## src/rtl/jtag_rpc_mbox_reg.sv

```systemverilog
`default_nettype none
// ============================================================================
// Module      : jtag_rpc_mbox_reg
// Description : Bidirectional JTAG RPC mailbox data register. Capture returns
//               status plus the head of a response FIFO, which is popped as it
//               is read. Update issues a request to the core over a
//               valid/ready handshake. A sticky error flag records dropped
//               requests. Everything runs on the TAP clock.
//               Optional macro JTAG_RPC_MBOX_PARITY_EN adds an even-parity
//               bit at the top of the scan word, generated on capture and
//               checked on update.
// Revision    : 1.0 - initial release
// ============================================================================
module jtag_rpc_mbox_reg #(
    parameter int              BITS        = 16,
    parameter int              DEPTH       = 4,
    parameter logic [BITS-1:0] RESET_VALUE = '0
) (
    input  logic            clk,
    input  logic            reset_n,
    input  logic            select,
    input  logic            capture_dr,
    input  logic            shift_dr,
    input  logic            update_dr,
    input  logic            tdi,
    output logic            tdo,
    output logic [BITS-1:0] req_data,
    output logic            req_valid,
    input  logic            req_ready,
    input  logic [BITS-1:0] rsp_data,
    input  logic            rsp_valid,
    output logic            rsp_ready,
    output logic            err
);

    localparam int c_PW = $clog2(DEPTH);
    localparam int c_CW = c_PW + 1;
`ifdef JTAG_RPC_MBOX_PARITY_EN
    localparam int c_W  = BITS + 4;
`else
    localparam int c_W  = BITS + 3;
`endif
    localparam logic [c_PW-1:0] c_PTR_ONE = c_PW'(1);
    localparam logic [c_CW-1:0] c_CNT_ONE = c_CW'(1);
    localparam logic [c_CW-1:0] c_DEPTH   = c_CW'(DEPTH);

    logic [c_W-1:0]  r_sr;
    logic [BITS-1:0] r_req_data;
    logic            r_req_valid;
    logic            r_err;
    logic [BITS-1:0] r_mem [DEPTH];
    logic [c_PW-1:0] r_wr_ptr;
    logic [c_PW-1:0] r_rd_ptr;
    logic [c_CW-1:0] r_count;

    logic            w_cap;
    logic            w_shift;
    logic            w_upd;
    logic            w_empty;
    logic            w_full;
    logic            w_push;
    logic            w_pop;
    logic [BITS-1:0] w_cap_head;
    logic [c_W-1:0]  w_cap_word;
    logic [BITS-1:0] w_payload;
    logic            w_par_ok;
    logic            w_go;
    logic            w_clr;
    logic            w_accept;
    logic            w_drop;

    // TAP events, capture beats shift beats update
    assign w_cap   = select & capture_dr;
    assign w_shift = select & shift_dr & ~capture_dr;
    assign w_upd   = select & update_dr & ~capture_dr & ~shift_dr;

    assign w_empty   = (r_count == '0);
    assign w_full    = (r_count == c_DEPTH);
    assign rsp_ready = ~w_full;
    assign w_push    = rsp_valid & ~w_full;
    // Capture reads the pre-push state, so a push into an empty FIFO in the
    // same cycle is not popped and stays for the next capture.
    assign w_pop     = w_cap & ~w_empty;

    assign w_cap_head = w_empty ? '0 : r_mem[r_rd_ptr];

`ifdef JTAG_RPC_MBOX_PARITY_EN
    assign w_cap_word = {^w_cap_head, w_cap_head, r_err, ~w_empty, r_req_valid};
    assign w_par_ok   = ~(^r_sr[c_W-1:3]);
`else
    assign w_cap_word = {w_cap_head, r_err, ~w_empty, r_req_valid};
    assign w_par_ok   = 1'b1;
`endif

    assign w_payload = r_sr[BITS+2:3];
    assign w_go      = w_upd & r_sr[0];
    assign w_clr     = w_upd & r_sr[1];
    // A new request may land in the same cycle the old one retires
    assign w_accept  = w_go & w_par_ok & (~r_req_valid | req_ready);
    assign w_drop    = w_go & ~w_accept;

    assign tdo       = r_sr[0];
    assign req_data  = r_req_data;
    assign req_valid = r_req_valid;
    assign err       = r_err;

    // Scan shift register: capture status/response, shift LSB first
    always_ff @(posedge clk or negedge reset_n) begin
        if (!reset_n) begin
            r_sr <= '0;
        end else if (w_cap) begin
            r_sr <= w_cap_word;
        end else if (w_shift) begin
            r_sr <= {tdi, r_sr[c_W-1:1]};
        end
    end

    // Request register: load on accepted update, retire on handshake
    always_ff @(posedge clk or negedge reset_n) begin
        if (!reset_n) begin
            r_req_data  <= RESET_VALUE;
            r_req_valid <= 1'b0;
        end else if (w_accept) begin
            r_req_data  <= w_payload;
            r_req_valid <= 1'b1;
        end else if (r_req_valid && req_ready) begin
            r_req_valid <= 1'b0;
        end
    end

    // Sticky error: a drop in the same update as a clear keeps it set
    always_ff @(posedge clk or negedge reset_n) begin
        if (!reset_n) begin
            r_err <= 1'b0;
        end else if (w_drop) begin
            r_err <= 1'b1;
        end else if (w_clr) begin
            r_err <= 1'b0;
        end
    end

    // Response FIFO pointers and occupancy
    always_ff @(posedge clk or negedge reset_n) begin
        if (!reset_n) begin
            r_wr_ptr <= '0;
            r_rd_ptr <= '0;
            r_count  <= '0;
        end else begin
            if (w_push) begin
                r_wr_ptr <= r_wr_ptr + c_PTR_ONE;
            end
            if (w_pop) begin
                r_rd_ptr <= r_rd_ptr + c_PTR_ONE;
            end
            case ({w_push, w_pop})
                2'b10:   r_count <= r_count + c_CNT_ONE;
                2'b01:   r_count <= r_count - c_CNT_ONE;
                default: r_count <= r_count;
            endcase
        end
    end

    // Response FIFO storage; contents are only visible while non-empty
    always_ff @(posedge clk) begin
        if (w_push) begin
            r_mem[r_wr_ptr] <= rsp_data;
        end
    end

endmodule
`default_nettype wire
```

## config.mk

```make
export PLATFORM = sky130hd
export DESIGN_NAME = jtag_rpc_mbox_reg
export DESIGN_NICKNAME = d
export VERILOG_FILES = /design/src/rtl/jtag_rpc_mbox_reg.sv
export SDC_FILE = /design/constraint.sdc
export NUM_CORES = 1
export LEC_CHECK = 0
export ABC_CLOCK_PERIOD_IN_PS = 2800
export BUFFER_PORTS_ARGS = -buffer_cell sky130_fd_sc_hd__buf_2
export CAP_MARGIN = 20
export CORE_UTILIZATION = 50
export CTS_BUF_LIST = sky130_fd_sc_hd__clkbuf_16
export DETAILED_ROUTE_END_ITERATION = 10
export PLACE_DENSITY = 0.71
export SLEW_MARGIN = 10
export SYNTH_ARGS = -nofsm -noshare
export SYNTH_HDL_FRONTEND = slang
export SYNTH_SLANG_ARGS = --single-unit
```

## constraint.sdc

```tcl
create_clock -name clk -period 2.8 [get_ports clk]
set_clock_uncertainty 0.05 [all_clocks]
set_input_delay 0.28 -clock clk [delete_from_list [all_inputs] [get_ports clk]]
set_output_delay 0.28 -clock clk [all_outputs]
set_load 0.005 [all_outputs]
```

==> results by group, run 1 <==
Place
  • HPWL Detailed: 4.60 mm
  • Post-placement cell area: 4670 µm²
  • Placed Cells: 394
  • Placer Congestion: 0.678
  • Port Buffers: 44

Final layout
  • Multi-input logic area: 1210 µm²
  • Ant. Diodes: 0
  • Final cell count without fillers: 412
  • Area growth from synthesis to layout: 15.3%
  • Fill count: 620
  • Fin area: 5000 µm²
  • Commonest non-fill, non-tap cell in the layout: edfxtp_1
  • Most frequent cells in the layout: edfxtp_1, dfrtp_1, buf_2, a21oi_1, nor2_1
  • Share of cells above drive strength 1: 30.9%
  • Final #Nets: 333
  • Reg area: 3020 µm²

Synthesis
  • Unique masters post-synth: 31
  • Sequential element share of the synthesized area: 69.6%
  • Synth Register Bits: 108
  • Post-synth ARST share: 40.7%
  • Number of synthesized flops with an enable pin: 64
  • Syn Inst Count: 249
  • Synthesis warning total: 0
  • Area of the mapped netlist: 4340 µm²
  • Primary FF master, synth: edfxtp_1
  • Avg Cell Area, Syn: 17.4 µm²
  • Syn Nets: 280

Min path
  • Hold crit path type: primary input to flip-flop
  • Hold Path Origin: rsp_data[3]
  • WHS Path Cells: 1

Outcome
  • Status: complete, no violations

Die
  • Core area: 8300 µm²
  • Initial Util: 52.3%
  • Die W: 95.2 µm
  • I/O pin count: 45
  • Die H: 95.2 µm
  • Site row count: 33
  • Die ar.: 9060 µm²

Global routing
  • Vias in the first global route: 2242
  • Largest net degree at the start of global routing: 45
  • GRT overflow: 0
  • First-pass GRT wire length: 11.3 mm
  • Initial antenna violation count: 0
  • GRT Util Overall: 17.2%

Route
  • Total wire length: 6.97 mm
  • DR iter-0 viols: 103
  • Via count: 2233
  • Antenna Nets Post-Route: 0
  • Drt wl/cell: 16.9 µm
  • Drt pass-1 iters: 4
  • DRC: 0
  • Via density: 5.42

Clock tree
  • Clock latency on the worst-skew pair: 0.34 ns
  • H-tree levels: 3
  • CTS sink cnt: 108
  • CTS root buf: clkbuf_16
  • Post-CTS Resized: 0
  • Total CTS buffers: 9
  • Worst-path clk slew: 0.07 ns
  • CTS tree: yes
  • Clock Path Buffers: 2

Critical path
  • Worst R2R Path Depth: 9
  • Critical path class: flip-flop to flip-flop
  • Critical path origin: r_count[0]
  • Required time worst endpoint: 3.02 ns
  • CP max FO: 6
  • Worst setup SP type: flip-flop
  • CP arrival: 2.48 ns
  • Reg-to-Reg Start: r_count[0]
  • Setup crit end kind: flip-flop

STA
  • Max transition margin: 53.2%
  • Final slew viol count: 0
  • Tmin final: 2.26 ns
  • Total negative slack: 0 ns
  • Final Hold Viols: 0
  • Setup Viol. Count Final: 0
  • RSZ-0062 raised after global routing: false
  • Max Fclk: 442 MHz
  • WHS: 0.107 ns
  • Worst Tran Pin Value: 0.702 ns
  • Period Utilization, post-route: 80.8%

Pwr
  • Peak supply drop: 0.395 mV
  • Power Total: 4.74 mW
  • Static Leak: 2.02 nW
  • Cell Pwr Density: 948 nW/µm²

Job
  • Max-cap violation count: 0
-- registers in the layout, indices dropped and copies added, names as in the netlist --
signal and cells:
r_wr_ptr 2, r_sr 19, r_count 3, req_valid 1
req_data 16, r_mem 64, r_rd_ptr 2, err 1
-- logic make-up after synthesis --
family	after synthesis	share of synthesized area (%)
muxes	34	14.5
DFF	108	69.6
AOI/OAI and AO/OA	43	6.25
xor gates and xnor gates	6	1.21
adders and majority gates	6	1.90
and+or+nand+nor	33	3.98
buffers and inverters	19	2.54
-- area by class of cell --
cell class / instances / share of cell area [%]
clock buffer: 11 / 5.50
inverter: 7 / 0.525
timing repair buffer: 54 / 6.20
clock inverter: 5 / 0.600
tap: 105 / 2.63
multi-input combinational: 122 / 24.2
sequential: 108 / 60.4
-- routing by layer --
layer	vias up	wire [µm]	global-route usage, %
met5	-	0	0
met4	0	64	4.92
met3	4	287	4.31
met2	48	3400	27.4
met1	1120	3220	23.7
li1	1061	-	-
-- per-stage QoR --
stage / util (%) / worst slack, ns
finish: 60.3 / 0.537
global route: 60.3 / 0.390
global placement: 56.3 / 0.603
floorplan: - / 0.641
detailed placement: 56.3 / 0.540
CTS: 59.9 / 0.530
-- critical path, stage by stage (launching register included) --
cell and delay [ns]:
dfrtp_1 0.41, or3b_1 0.46, and2_4 0.21, inv_1 0.05, ha_1 0.17, inv_1 0.06, fa_1 0.37, xor2_1 0.15
nor2_1 0.11, xor2_1 0.15
-- worst paths after layout --
check                         endpoint  slack [ns]
setup reg to reg            r_count[2]        0.54
hold / removal             r_mem[0][3]        0.11
min in group asynchronous     r_sr[13]        0.28
max in group asynchronous      r_sr[3]        1.97
setup / recovery            r_count[2]        0.54
hold reg to reg             r_count[2]        0.45
-- synthesized netlist by cell type (2+ instances only) --
library cell  instances  area (µm²)
nor2_1               18        67.6
clkbuf_1              3        11.3
mux2_2                7        78.8
mux4_1                8         210
xor2_1                3        26.3
and3_1                4        25.0
inv_1                 6        22.5
buf_6                 2        22.5
a22oi_1              16         120
mux4_2                8         180
nand2_1               6        22.5
edfxtp_1             64        1920
xnor2_1               3        26.3
buf_2                 6        30.0
a21oi_1              20         100
mux2_4               10         150
dfrtp_1              44        1100
o22ai_1               4        25.0
ha_1                  5        62.6
-- power by group --
group	leakage [nW]	internal, mW	switching [mW]	total, mW
combinational	0.757	0.636	0.480	1.12
sequential	1.11	2.12	0.268	2.38
clock	0.152	0.709	0.535	1.24
total	2.02	3.46	1.28	4.74
-- what timing repair did --
| item | CTS | global route |
|---|---|---|
| setup buffers | 0 | 0 |
| hold buffers | 0 | 1 |
| endpoints found under the hold margin | 0 | 7 |
Note: power is estimated with default switching activity, not from simulation.
==> inputs of run 2 (changes only) <==
Settings changed: ABC_CLOCK_PERIOD_IN_PS 2800 to 2300.
Clock period 2.8 ns to 2.3 ns, I/O delays scaled along.
==> results by group, run 2 (synthesis gave the netlist of run 1 again) <==
Global routing
  • Met2 Resource Use GR: 25.2%
  • GRT busiest layer: met2
  • Met3 Usage GRT: 4.07%
  • Largest net degree at the start of global routing: 35
  • Global Route met1 Usage: 24.6%
  • GRT overflow: 0
  • Initial antenna violation count: 0
  • Vias in the first global route: 2156
  • GRT Util Overall: 17.1%
  • First-pass GRT wire length: 11.2 mm

Final layout
  • Area growth from synthesis to layout: 15.4%
  • Final #Nets: 338
  • Share of cells above drive strength 1: 32.7%
  • Commonest non-fill, non-tap cell in the layout: edfxtp_1
  • Fill count: 632
  • Ant. Diodes: 0
  • Final cell count without fillers: 417
  • Most frequent cells in the layout: edfxtp_1, dfrtp_1, buf_2, a21oi_1, nor2_1
  • Fin area: 5010 µm²
  • Largest reg by FF count: r_mem
  • Max reg flops: 64

Route
  • Via density: 5.44
  • Antenna Nets Post-Route: 0
  • DR iter-0 viols: 80
  • Drt pass-1 iters: 4
  • Via count: 2268
  • Drt wl/cell: 16.7 µm
  • Total wire length: 6.98 mm
  • DRC: 0

Clock tree
  • CTS root buf: clkbuf_16
  • Worst-path clk slew: 0.08 ns
  • Clock Path Buffers: 2
  • CTS tree: yes
  • CTS sink cnt: 108
  • Clock latency on the worst-skew pair: 0.34 ns
  • H-tree levels: 3
  • Total CTS buffers: 9

Pwr
  • P_int: 4.15 mW
  • Clk pwr share: 25.1%
  • Cell Pwr Density: 1150 nW/µm²
  • Sequential group share of total power: 48.4%
  • Static Leak: 2.03 nW
  • Switching Fraction: 28.2%
  • Comb power frac: 26.5%
  • Peak supply drop: 0.510 mV
  • Sw power: 1.63 mW

Critical path
  • WP depth: 9
  • Reg2reg setup slack: 0.12 ns
  • Reg-to-Reg Start: r_count[2]
  • CP max stage cell: dfrtp_1
  • Required time worst endpoint: 2.52 ns
  • CP max FO: 3
  • Worst path cell trace: or3b_4, and2_4, inv_1, ha_1, inv_1, fa_1, xor2_1, nor2_1, xor2_1
  • R2R Path End: r_count[2]
  • Buf/Inv on CP: 2
  • Max incr delay on CP: 0.41 ns
  • Setup crit end kind: flip-flop
  • Crit path max-delay family: simple AND/OR/NAND/NOR gates
  • Worst setup SP type: flip-flop
  • Critical path class: flip-flop to flip-flop
  • CP arrival: 2.40 ns
  • Worst R2R Path Depth: 9

Min path
  • Hold crit path type: primary input to flip-flop
  • WHS Path Cells: 1
  • Hold Path End: r_mem[0][10]
  • Hold Path Origin: rsp_data[10]

STA
  • Setup Viol. Count Final: 0
  • Tmin final: 2.18 ns
  • Worst Tran Pin Value: 0.607 ns
  • Total negative slack: 0 ns
  • Final Hold Viols: 0
  • Max transition margin: 59.5%
  • Period Utilization, post-route: 95.0%
  • RSZ-0062 raised after global routing: false
  • Final slew viol count: 0
  • Max Fclk: 458 MHz

Die
  • Die H: 95.2 µm
  • I/O pin count: 45
  • Die ar.: 9060 µm²
  • Initial Util: 52.3%
  • Site row count: 33
  • Die W: 95.2 µm
  • Core area: 8300 µm²

Place
  • Post-placement cell area: 4690 µm²
  • Placer Congestion: 0.716
  • HPWL Detailed: 4.53 mm
  • Placed Cells: 397
  • Port Buffers: 44

Outcome
  • Status: complete, no violations

Job
  • Max-cap violation count: 0
run 2: cell types whose count changed in the layout (fill, tap and decap cells not counted):
cell / previous run / this run
buf_12: 1 / 0
clkbuf_16: 11 / 9
buf_4: 8 / 14
inv_8: 0 / 1
inv_6: 1 / 3
or3b_1: 1 / 0
clkinv_1: 2 / 1
clkinvlp_4: 1 / 0
clkinv_4: 0 / 1
or3b_4: 0 / 1
run 2: power by group through the flow:
| stage | Combinational, mW | Sequential (mW) | Clock (mW) |
|---|---|---|---|
| after CTS | 1.50 | 2.80 | 1.48 |
| after global routing | 1.69 | 2.85 | 1.55 |
| after detailed placement | 1.50 | 2.84 | 0 |
| after floorplan | 1.07 | 2.80 | 0 |
| after global placement | 1.47 | 2.81 | 0 |
| final | 1.53 | 2.79 | 1.45 |
run 2: worst max-delay path by stage:
stage          startpoint         end
4_1_cts        r_count[0]  r_count[2]
5_1_grt        r_count[0]  r_count[2]
3_3_place_gp   r_count[0]  r_count[2]
6_report       r_count[2]  r_count[2]
3_5_place_dp   r_count[0]  r_count[2]
2_1_floorplan  r_count[0]  r_count[2]
run 2: repair_timing:
action | 4_1_cts | 5_1_grt
hold buffers | 1 | 0
gates resized for setup | 0 | 1
buffers inserted | 0 | 3
setup endpoints to repair | 0 | 1
endpoints found under the hold margin | 25 | 0
run 2: final cells by class:
| type | instances | area, µm² | share of cell area (%) |
|---|---|---|---|
| Clock inverter | 7 | 56.3 | 1.12 |
| Clock buffer | 9 | 225 | 4.50 |
| Multi-Input combinational cell | 122 | 1210 | 24.2 |
| Timing Repair Buffer | 59 | 335 | 6.69 |
| Sequential cell | 108 | 3020 | 60.4 |
| Tap cell | 105 | 131 | 2.62 |
| Inverter | 7 | 26.3 | 0.525 |
run 2: through the flow:
step                      hold slack (ns)  utilization, %  setup WS [ns]  total power, mW
after floorplan                    -0.116               -          0.141             3.86
after global placement              0.215            56.5          0.161             4.29
after detailed placement            0.219            56.5          0.103             4.34
after CTS                          0.0367            60.0         0.0657             5.78
after global routing               0.0324            60.3         0.0266             6.09
final                              0.0456            60.3          0.116             5.77
run 2: routing by layer:
metal	share of wire [%]	vias to the layer above
met3	3.2	9
met5	0	-
met4	1.5	0
met1	48	1146
met2	48	36
li1	-	1077
